`src/rtl/pio_edge_capture_db.sv`:
```
// Avalon-MM input PIO: synchronised, debounced inputs with programmable
// hold time, selectable edge capture, per-bit interrupt mask and one level IRQ.
module pio_edge_capture_db #(
  parameter int WIDTH       = 8,
  parameter int SYNC_STAGES = 2,
  parameter int DB_BITS     = 16,
  parameter int DB_DEFAULT  = 0,
  parameter int EDGE_TYPE   = 0,
  parameter int BIT_CLEAR   = 1
) (
  input  logic             clk,
  input  logic             reset_n,
  input  logic [2:0]       address,
  input  logic             chipselect,
  input  logic             write_n,
  input  logic [31:0]      writedata,
  input  logic [WIDTH-1:0] in_port,
  output logic [31:0]      readdata,
  output logic             irq
);

  localparam logic [2:0] ADDR_DATA    = 3'd0;
  localparam logic [2:0] ADDR_RAW     = 3'd1;
  localparam logic [2:0] ADDR_IRQMASK = 3'd2;
  localparam logic [2:0] ADDR_EDGECAP = 3'd3;
  localparam logic [2:0] ADDR_DBLIMIT = 3'd4;
  localparam logic [DB_BITS-1:0] DB_RESET = DB_BITS'(DB_DEFAULT);

  logic               wr_en;
  logic [WIDTH-1:0]   sync_chain [SYNC_STAGES];
  logic [WIDTH-1:0]   sync;
  logic [WIDTH-1:0]   stable;
  logic [DB_BITS-1:0] cnt [WIDTH];
  logic [DB_BITS-1:0] dblimit;
  logic [WIDTH-1:0]   upd;
  logic [WIDTH-1:0]   edge_qual;
  logic [WIDTH-1:0]   edge_hit;
  logic [WIDTH-1:0]   cap_clr;
  logic [WIDTH-1:0]   edgecap;
  logic [WIDTH-1:0]   irqmask;
  logic [31:0]        rd_mux;
  logic               unused_wdata;

  assign wr_en        = chipselect & ~write_n;
  assign unused_wdata = ^writedata;

  // Metastability synchroniser
  always_ff @(posedge clk or negedge reset_n) begin
    if (!reset_n) begin
      for (int s = 0; s < SYNC_STAGES; s++) sync_chain[s] <= '0;
    end else begin
      sync_chain[0] <= in_port;
      for (int s = 1; s < SYNC_STAGES; s++) sync_chain[s] <= sync_chain[s-1];
    end
  end

  assign sync = sync_chain[SYNC_STAGES-1];

  // Debounce: a channel flips only after disagreeing for DBLIMIT+1 cycles in a row
  always_comb begin
    upd = '0;
    for (int i = 0; i < WIDTH; i++)
      upd[i] = (sync[i] != stable[i]) && (cnt[i] == dblimit);
  end

  always_ff @(posedge clk or negedge reset_n) begin
    if (!reset_n) begin
      stable <= '0;
      for (int i = 0; i < WIDTH; i++) cnt[i] <= '0;
    end else begin
      for (int i = 0; i < WIDTH; i++) begin
        if (sync[i] == stable[i]) begin
          cnt[i] <= '0;
        end else if (upd[i]) begin
          stable[i] <= sync[i];
          cnt[i]    <= '0;
        end else begin
          cnt[i] <= cnt[i] + DB_BITS'(1);
        end
      end
    end
  end

  // Edge qualification and capture; a new edge wins over a same-cycle clear
  always_comb begin
    if (EDGE_TYPE == 0)      edge_qual = sync;
    else if (EDGE_TYPE == 1) edge_qual = ~sync;
    else                     edge_qual = {WIDTH{1'b1}};
    edge_hit = upd & edge_qual;
  end

  always_comb begin
    cap_clr = '0;
    if (wr_en && address == ADDR_EDGECAP)
      cap_clr = (BIT_CLEAR != 0) ? writedata[WIDTH-1:0] : {WIDTH{1'b1}};
  end

  always_ff @(posedge clk or negedge reset_n) begin
    if (!reset_n) begin
      edgecap <= '0;
      irqmask <= '0;
      dblimit <= DB_RESET;
    end else begin
      edgecap <= (edgecap & ~cap_clr) | edge_hit;
      if (wr_en && address == ADDR_IRQMASK) irqmask <= writedata[WIDTH-1:0];
      if (wr_en && address == ADDR_DBLIMIT) dblimit <= writedata[DB_BITS-1:0];
    end
  end

  // Read path: registered every cycle from the presented address
  always_comb begin
    rd_mux = '0;
    case (address)
      ADDR_DATA:    rd_mux[WIDTH-1:0]   = stable;
      ADDR_RAW:     rd_mux[WIDTH-1:0]   = sync;
      ADDR_IRQMASK: rd_mux[WIDTH-1:0]   = irqmask;
      ADDR_EDGECAP: rd_mux[WIDTH-1:0]   = edgecap;
      ADDR_DBLIMIT: rd_mux[DB_BITS-1:0] = dblimit;
      default:      rd_mux = '0;
    endcase
  end

  always_ff @(posedge clk or negedge reset_n) begin
    if (!reset_n) readdata <= '0;
    else          readdata <= rd_mux;
  end

  assign irq = |(edgecap & irqmask);

endmodule

```
`config.mk`:
```
export PLATFORM = sky130hd
export DESIGN_NAME = pio_edge_capture_db
export DESIGN_NICKNAME = d
export VERILOG_FILES = /design/src/rtl/pio_edge_capture_db.sv
export SDC_FILE = /design/constraint.sdc
export NUM_CORES = 1
export LEC_CHECK = 0
export ABC_AREA = 0
export CAP_MARGIN = 20
export CORE_ASPECT_RATIO = 0.7
export CORE_MARGIN = 2
export CORE_UTILIZATION = 45
export CTS_CLUSTER_SIZE = 12
export DETAILED_ROUTE_END_ITERATION = 10
export GPL_TIMING_DRIVEN = 0
export MAX_ROUTING_LAYER = met4
export PLACE_DENSITY = 0.67
export SLEW_MARGIN = 40
export SYNTH_ARGS = -nofsm -noshare
export SYNTH_HDL_FRONTEND = slang
export SYNTH_SLANG_ARGS = --single-unit
```
`constraint.sdc`:
```
create_clock -name clk -period 2 [get_ports clk]
set_clock_uncertainty 0.05 [all_clocks]
set_input_delay 0.2 -clock clk [delete_from_list [all_inputs] [get_ports clk]]
set_output_delay 0.2 -clock clk [all_outputs]
set_load 0.05 [all_outputs]
```
==> metrics.txt, run 1 <==
crit path max-delay cell type=dfrtp_1; Sink Count=200; Clock Latency Late Sink=440 ps; yosys warns=0; port bufs=46; wire per inst=17.5 µm; fin util=a little under three fifths; Synth area leaders=dfrtp_1 48%, xor2_1 13%, xnor2_1 7.6%; DRC=0; CP cell instances=buf_12 > xor2_1 > nor4_1 > nand2_1 > o31ai_4 > buf_4 > nor2_1; R2R setup slack=-40 ps; pin count of the biggest net entering global routing=between 70 and 80; max-cap viol count=0; EDFF count, synth=0; Initial Utilization=46.0%; Post-DP HPWL=16.3 mm; compound-gate portion of the synthesized area=between 3 and 4%; final setup margin=-41.9 ps; global route overflow=0; H-tree Lvls=4; Num CTS Buffers=17; startpoint types=register; I/O Pins=80; final hold vios=0; DRT iter0 DRCs=between 500 and 600; layout cell share with drive strength beyond 1=between 10% and 20%; Site Rows=46; Layout area overhead=22.6%; pre-CTS setup slack=-550 ps; Largest stage delay, worst path=about 400 ps; period utilisation layout=102%; post-route insts no fill=around 1400; setup_tns=-486 ps; largest area contributor in the netlist=dfrtp_1; unrepaired setup endpoints after global routing=yes; XOR/XNOR Fraction of Synth Area=between 20% and 30%; dpl cells=between 1000 and 1500; Fmax achieved=about 490 MHz; Worst IR Drop VDD=slightly below 0.7 mV; Max transition margin=~65%; CP arrival=roughly 2300 ps; min cycle time layout=between 2000 and 2500 ps; count leader, synth=dfrtp_1; Horiz. Die Dim=186 µm; violated checks=setup timing; DRT Pass-1 Iters=5; crit-path leading delay family=simple AND/OR/NAND/NOR gates; average size of a mapped cell=around 10 µm²; Hold Crit Class=in -> reg; mux cell area share after synthesis=a little over 5%; Clock Tree Buf Depth=2; Slew Limit Fails=0; fillcell total=1957; Via Count=about 7500; pwr dens=around 1100 nW/µm²; placed inst area=~11000 µm²; crit path buf inv count=2; GPL Wtd Cong=0.858; antenna viol nets, final=0; Via density=a little over 5; Non-Filler Cell Area, Final=between 10000 and 15000 µm²; vias in the first global route=7190; Synth cell types=39; Mapped Area=around 10000 µm²; Mapped Cells=between 1000 and 1500; critical path class=reg -> reg; most common library cells after synthesis=200 x dfrtp_1, 161 x nor2_1, 152 x xor2_1; largest family of logic cells by synthesized area=XOR/XNOR gates; share of the synthesized area in the top cell type=roughly 48%; Worst-Margin Slew=~530 ps; Register Area=5010 µm²; total track usage=a little over a fifth; Final Setup Violations=19; core area=roughly 23000 µm²; wirelength, routed=25.4 mm; status=finished with violations; Root Driver=clkbuf_16; Multi-input gate area=between 5000 and 6000 µm²; FF+latch count, synth=200; adder-cell share of the synthesized area=less than 1%; Ant. Diodes=0; worst path required time=roughly 2300 ps; first-pass GRT wire length=roughly 39 mm; Post-Synth Simple-Gate Area=17.9%; Leakage=5.73 nW; CP max FO=10; clock-pin slew on the worst setup and hold paths=about 80 ps; CTS tree=built; Async SR Flop Fraction=between 90% and 100%; Net count, final=1178; initial antenna violation count=0; element type at the critical path end=register; Die Ht=132 µm; post-synthesis sequential area ratio=47.9%; DIE AREA=around 24000 µm²; Top FF cell, synth=dfrtp_1
[routing by layer]
metal,track usage [%],part of all wire (%),up-vias
met5,-,0,-
met4,6.30,1.6,0
met2,31.4,45,147
met3,3.88,4.0,28
met1,31.6,50,3756
li1,-,-,3545
[sequential cells by signal, summed over array words and instances (netlist names)]
| name | flops |
|---|---|
| cnt | 128 |
| dblimit | 16 |
| readdata | 16 |
| edge_qual | 8 |
| edgecap | 8 |
| irqmask | 8 |
| stable | 8 |
| sync_chain | 8 |
[path summary, 6_finish.rpt]
path | end | cells past startpoint | startpoint
setup / recovery | cnt[38] | 7 | dblimit[6]
min in group asynchronous | cnt[118] | 2 | reset_n
max in group asynchronous | cnt[20] | 3 | reset_n
hold / removal | sync_chain[8] | 1 | in_port[0]
hold reg to reg | edge_qual[0] | 0 | sync_chain[8]
setup reg to reg | cnt[38] | 7 | dblimit[6]
[where the power goes]
part	total, mW	internal [mW]	switching (mW)
registers	5.10	4.54	0.555
clock network	3.72	2.08	1.64
logic	4.66	2.13	2.53
[cells in the final DEF, fill, tap and decap left out, types with 10 or more instances in the layout]
master	n
and2_1	13
and3_1	14
buf_4	43
buf_6	32
clkbuf_1	10
clkbuf_16	18
clkdlybuf4s50_1	44
conb_1	16
dfrtp_1	199
inv_1	12
mux2_2	28
mux2i_1	14
nand2_1	51
nand3_1	57
nand4_1	30
nor2_1	155
nor3_1	14
nor4_1	13
xnor2_1	87
xor2_1	151
[cell type report]
cell class | instances | area share [%]
buffer | 56 | 3.93
clock buffer | 19 | 3.53
clock inverter | 13 | 1.43
inverter | 12 | 0.351
multi-input combinational | 746 | 41.5
sequential | 200 | 39.0
tap | 312 | 3.04
timing repair buffer | 90 | 7.12
[repair_timing]
item / in CTS / in global routing
pin swaps: 14 / 28
buffers inserted: 18 / 16
cloned: 2 / 5
hold endpoints to repair: 64 / 0
resized for setup: 55 / 65
endpoints found under the setup margin: 153 / 146
hold buffers: 1 / 0
[metrics by stage]
step                total power, mW  hold slack (ps)
floorplan                      7.62             -146
global placement               8.67              284
detailed placement             8.75              141
CTS                            13.0              125
global route                   14.1              121
finish                         13.5              137
[cell families (layout without fill, tap and decap cells)]
family,after synthesis,count (layout)
AOI/OAI and AO/OA,35,35
xor gates and xnor gates,248,248
adders and majority gates,8,8
buffers and inverters,72,190
DFF,200,200
muxes,47,47
other,1,16
and+or+nand+nor,392,392
(Power assumes the default switching activity.)
==> inputs of run 2 (changes only) <==
- CAP_MARGIN: 20 -> 40
- SLEW_MARGIN: 40 -> 20
==> run 2 against run 1 <==
The flow still finishes with violations (setup timing). Clock power shrank 6.7%. Register-to-register slack is essentially flat. Count of clock-buffer cells in the layout is 1 lower. Critical path type unchanged.
==> metrics.txt, run 2 (synthesis gave the netlist of run 1 again) <==
status=finished with violations; violated checks=setup timing; CP cell instances=buf_12 > xnor2_2 > nand4_1 > or3_4 > o31ai_4 > buf_6 > nor2_1; Site Rows=46; FF-to-FF End=cnt[126]; final setup margin=-33.7 ps; Final Setup Violations=28; Initial Utilization=46.0%; Clock Tree Buf Depth=2; I/O Pins=80; CP arrival=approximately 2300 ps; GPL Wtd Cong=roughly 0.86; Horiz. Die Dim=186 µm; hold depth=1; number of flip-flops under the largest register name=128; Sink Count=200; biggest regs=cnt x128, dblimit x16, readdata x16; Root Driver=clkbuf_16; Register Area=about 5000 µm²; wire per inst=17.4 µm; Net count, final=~1200; first-pass GRT wire length=39.2 mm; startpoint types=register; total track usage=a little over a fifth; CTS tree=built; DRT Pass-1 Iters=5; DRT iter0 DRCs=just under 600; Crit Reg-Reg Startpoint=dblimit[9]; Post-DP HPWL=around 16 mm; Worst R2R Path Depth=7; DIE AREA=24500 µm²; Max transition margin=between 60% and 70%; worst path required time=2270 ps; Layout area overhead=22.1%; pre-CTS setup slack=-566 ps; port bufs=46; Die Ht=about 130 µm; CP max FO=8; Multi-input gate area=approximately 5400 µm²; layout cell share with drive strength beyond 1=a little under a fifth; Largest stage delay, worst path=~420 ps; initial antenna violation count=0; core area=~23000 µm²; global route overflow=0; DRC=0; WHS=145 ps; Fmax achieved=roughly 490 MHz; pin count of the biggest net entering global routing=94; Hold Path End=sync_chain[11]; Slew Limit Fails=0; unrepaired setup endpoints after global routing=yes; vias in the first global route=around 7000; total chip power=about 13 mW; commonest non-fill, non-tap cells in the layout=198 x dfrtp_1, 153 x nor2_1, 151 x xor2_1, 81 x xnor2_1, 60 x nand3_1; Worst IR Drop VDD=around 0.64 mV; period utilisation layout=102%; crit path max-delay cell type=or3_4; H-tree Lvls=4; pwr dens=approximately 1000 nW/µm²; R2R setup slack=-30 ps; Clock Latency Late Sink=approximately 440 ps; commonest non-fill, non-tap cell in the layout=dfrtp_1; largest register by flop count=cnt; critical path class=reg -> reg; Worst-Margin Slew=527 ps; final hold vios=0; Hold Crit Class=in -> reg; setup_tns=-567 ps; wirelength, routed=25.1 mm; Ant. Diodes=0; post-route insts no fill=1442; antenna viol nets, final=0; Via density=5.15; Leakage=between 5 and 6 nW; clock-pin slew on the worst setup and hold paths=approximately 70 ps; Worst Hold Launch=in_port[3]; dpl cells=~1400; fillcell total=just under 2000; Via Count=approximately 7400; min cycle time layout=a little over 2000 ps; Worst Setup SP=dblimit[9]; Num CTS Buffers=17; element type at the critical path end=register; max-cap viol count=0
==> run 2: changes by cell type in the layout (fill, tap and decap cells not counted), moves of 3 or more <==
cell,change
buf_6,-5
clkbuf_1,+3
nand3_1,+3
nand3_2,-3
nor2_4,+3
xnor2_1,-6
xnor2_2,+6
==> run 2: repair_timing <==
| action | in CTS | in global routing |
|---|---|---|
| endpoints found under the setup margin | 153 | 145 |
| hold endpoints to repair | 171 | 0 |
| hold buffers | 1 | 0 |
| resized for setup | 49 | 76 |
| pin swaps | 10 | 35 |
| buffers inserted | 16 | 14 |
| gates cloned | 0 | 5 |
==> run 2: area by class of cell <==
cell class,instances,share of cell area (%)
Clock inverter,12,1.11
Multi-Input combinational cell,746,42.1
Timing Repair Buffer,84,6.62
Sequential cell,200,39.2
Tap cell,312,3.06
Inverter,12,0.353
Clock buffer,18,3.44
Buffer,58,4.10
==> run 2: per-layer routing <==
layer  track usage, %  share of wire [%]  vias to the layer above
met2             30.6                 45                      151
li1                 -                  -                     3537
met1             31.9                 49                     3699
met5                -                  0                        -
met3             3.55                4.3                       36
met4             6.78                2.1                        0
==> run 2: metrics by stage <==
step	cell area, µm²	utilization [%]
2_1_floorplan	10500	-
3_3_place_gp	11400	50.0
3_5_place_dp	11400	50.2
4_1_cts	12300	54.2
5_1_grt	12800	56.2
6_report	12800	56.2
==> run 2: worst max path at each step <==
stage	endpoint	slack (ps)	cells after the start
2_1_floorplan	stable[4]	50	6
5_1_grt	cnt[126]	-90	7
3_5_place_dp	dblimit[9]	-570	8
3_3_place_gp	cnt[56]	-7810	1
6_report	cnt[126]	-30	7
4_1_cts	stable[6]	0.8	6
==> run 2: critical path, delay by kind of cell, from the launching register on <==
kind,cells,cell delay [ps]
buf+inv,2,340
compound gates,1,410
flops,1,400
xor+xnor,1,150
simple gates,3,580
==> run 2: power by group <==
group          total (mW)  internal (mW)  switching, mW
sequential           5.09           4.54          0.550
combinational        4.62           2.11           2.51
clock                3.47           1.89           1.58
total                13.2           8.54           4.64
==> inputs of run 3 (changes only) <==
- SKIP_LAST_GASP: default -> 1
==> run 3 against run 2 <==
The run still ends with setup timing left. Global-route usage about the same. Largest power group unchanged. Critical endpoint unchanged. Sequential power is essentially flat. Fmax grew 0.11%.
==> metrics.txt, run 3 (synthesis gave the netlist of run 1 again) <==
status=finished with violations; violated checks=setup timing; period utilisation layout=102%; post-route insts no fill=1442; DRT iter0 DRCs=between 500 and 600; commonest non-fill, non-tap cells in the layout=198 x dfrtp_1, 155 x nor2_1, 150 x xor2_1, 80 x xnor2_1, 59 x nand3_1; crit path buf inv count=2; Root Driver=clkbuf_16; Slew Limit Fails=0; dpl cells=about 1400; Leakage=~5.7 nW; DRT Pass-1 Iters=5; GPL Wtd Cong=approximately 0.86; final hold vios=0; antenna viol nets, final=0; biggest regs=cnt x128, dblimit x16, readdata x16; Net count, final=1174; H-tree Lvls=4; max-cap viol count=0; min cycle time layout=2030 ps; Fmax achieved=492 MHz; Die Ht=132 µm; total track usage=between 20% and 30%; Final Setup Violations=20; Layout area overhead=22.0%; global route overflow=0; Post-DP HPWL=16.3 mm; Via Count=between 7000 and 8000; DIE AREA=roughly 24000 µm²; worst path required time=between 2000 and 2500 ps; Site Rows=46; crit path max-delay cell type=or3_4; I/O Pins=80; Initial Utilization=between 40% and 50%; fillcell total=just under 2000; Non-Filler Cell Area, Final=roughly 13000 µm²; clock-pin slew on the worst setup and hold paths=~70 ps; port bufs=46; fin util=56.1%; Switching Fraction=35.3%; initial antenna violation count=0; Horiz. Die Dim=186 µm; critical path class=reg -> reg; CP arrival=roughly 2300 ps; Seq pwr share=between 30 and 40%; Largest stage delay, worst path=420 ps; first-pass GRT wire length=slightly below 40 mm; layout cell share with drive strength beyond 1=18.2%; Num CTS Buffers=17; final setup margin=-31.4 ps; part of the power in combinational logic=34.8%; number of flip-flops under the largest register name=~130; CP cell instances=buf_12 > xnor2_2 > nand4_1 > or3_4 > o31ai_4 > buf_6 > nor2_1; Sink Count=200; unrepaired setup endpoints after global routing=yes; pwr dens=between 1000 and 1500 nW/µm²; Via density=just over 5; core area=22700 µm²; Worst IR Drop VDD=roughly 0.63 mV; Hold Crit Class=in -> reg; Worst-Margin Slew=about 520 ps; commonest non-fill, non-tap cell in the layout=dfrtp_1; internal cell power=roughly 8.5 mW; crit-path leading delay family=simple AND/OR/NAND/NOR gates; wire per inst=between 15 and 20 µm; CTS tree=built; Multi-input gate area=5370 µm²; Clock Latency Late Sink=~440 ps; total chip power=approximately 13 mW; Psw=4.63 mW; Register Area=~5000 µm²; Clock Tree Buf Depth=2; Max transition margin=about 66%; largest register by flop count=cnt; vias in the first global route=between 7000 and 8000; DRC=0; placed inst area=11400 µm²; wirelength, routed=roughly 25 mm; pre-CTS setup slack=-566 ps; startpoint types=register; CP max FO=7; pin count of the biggest net entering global routing=94; clock network power share=a little over a quarter; element type at the critical path end=register; Ant. Diodes=0
-- run 3: cell type report --
class / instances / area share [%]
clock buffer: 18 / 3.44
multi-input combinational: 746 / 42.1
clock inverter: 12 / 1.11
inverter: 12 / 0.353
sequential: 200 / 39.3
tap: 312 / 3.06
buffer: 59 / 4.14
timing repair buffer: 83 / 6.53
-- run 3: metrics by stage --
stage	setup TNS [ps]	hold slack, ps
final	-335	142
after global routing	-2970	119
after CTS	-100	128
after detailed placement	-39000	39.3
after global placement	-1594210	284
after floorplan	0	-146
-- run 3: per-layer routing --
| metal | GRT usage [%] | share of wire, % | vias up | wire [µm] |
|---|---|---|---|---|
| met2 | 30.6 | 45 | 156 | 11200 |
| met5 | - | 0 | - | 0 |
| li1 | - | - | 3534 | - |
| met4 | 6.78 | 1.9 | 0 | 481 |
| met3 | 3.55 | 4.1 | 35 | 1020 |
| met1 | 31.9 | 49 | 3617 | 12400 |
-- run 3: path summary, 6_finish.rpt --
path | startpoint | end | slack, ps | depth (start not counted)
hold reg to reg | sync_chain[8] | edge_qual[0] | 300 | 0
min in group asynchronous | reset_n | cnt[120] | 160 | 2
setup / recovery | dblimit[9] | cnt[126] | -30 | 7
max in group asynchronous | reset_n | sync_chain[12] | 980 | 3
hold / removal | in_port[3] | sync_chain[11] | 140 | 1
setup reg to reg | dblimit[9] | cnt[126] | -30 | 7
-- run 3: power by group through the flow --
stage          Combinational [mW]  Clock, mW  Sequential, mW
2_1_floorplan                2.52          0            5.10
3_3_place_gp                 3.58          0            5.09
3_5_place_dp                 3.65          0            5.10
4_1_cts                      4.06       3.55            5.04
5_1_grt                      4.89       3.71            5.17
6_report                     4.57       3.47            5.09
-- run 3: what timing repair did --
action                     in CTS  in global routing
hold buffers                    1                  0
pin swaps                      10                 34
setup endpoints to repair     153                146
hold endpoints to repair      171                  0
buffers inserted               16                 14
resized for setup              44                 76
cloned                          0                  4
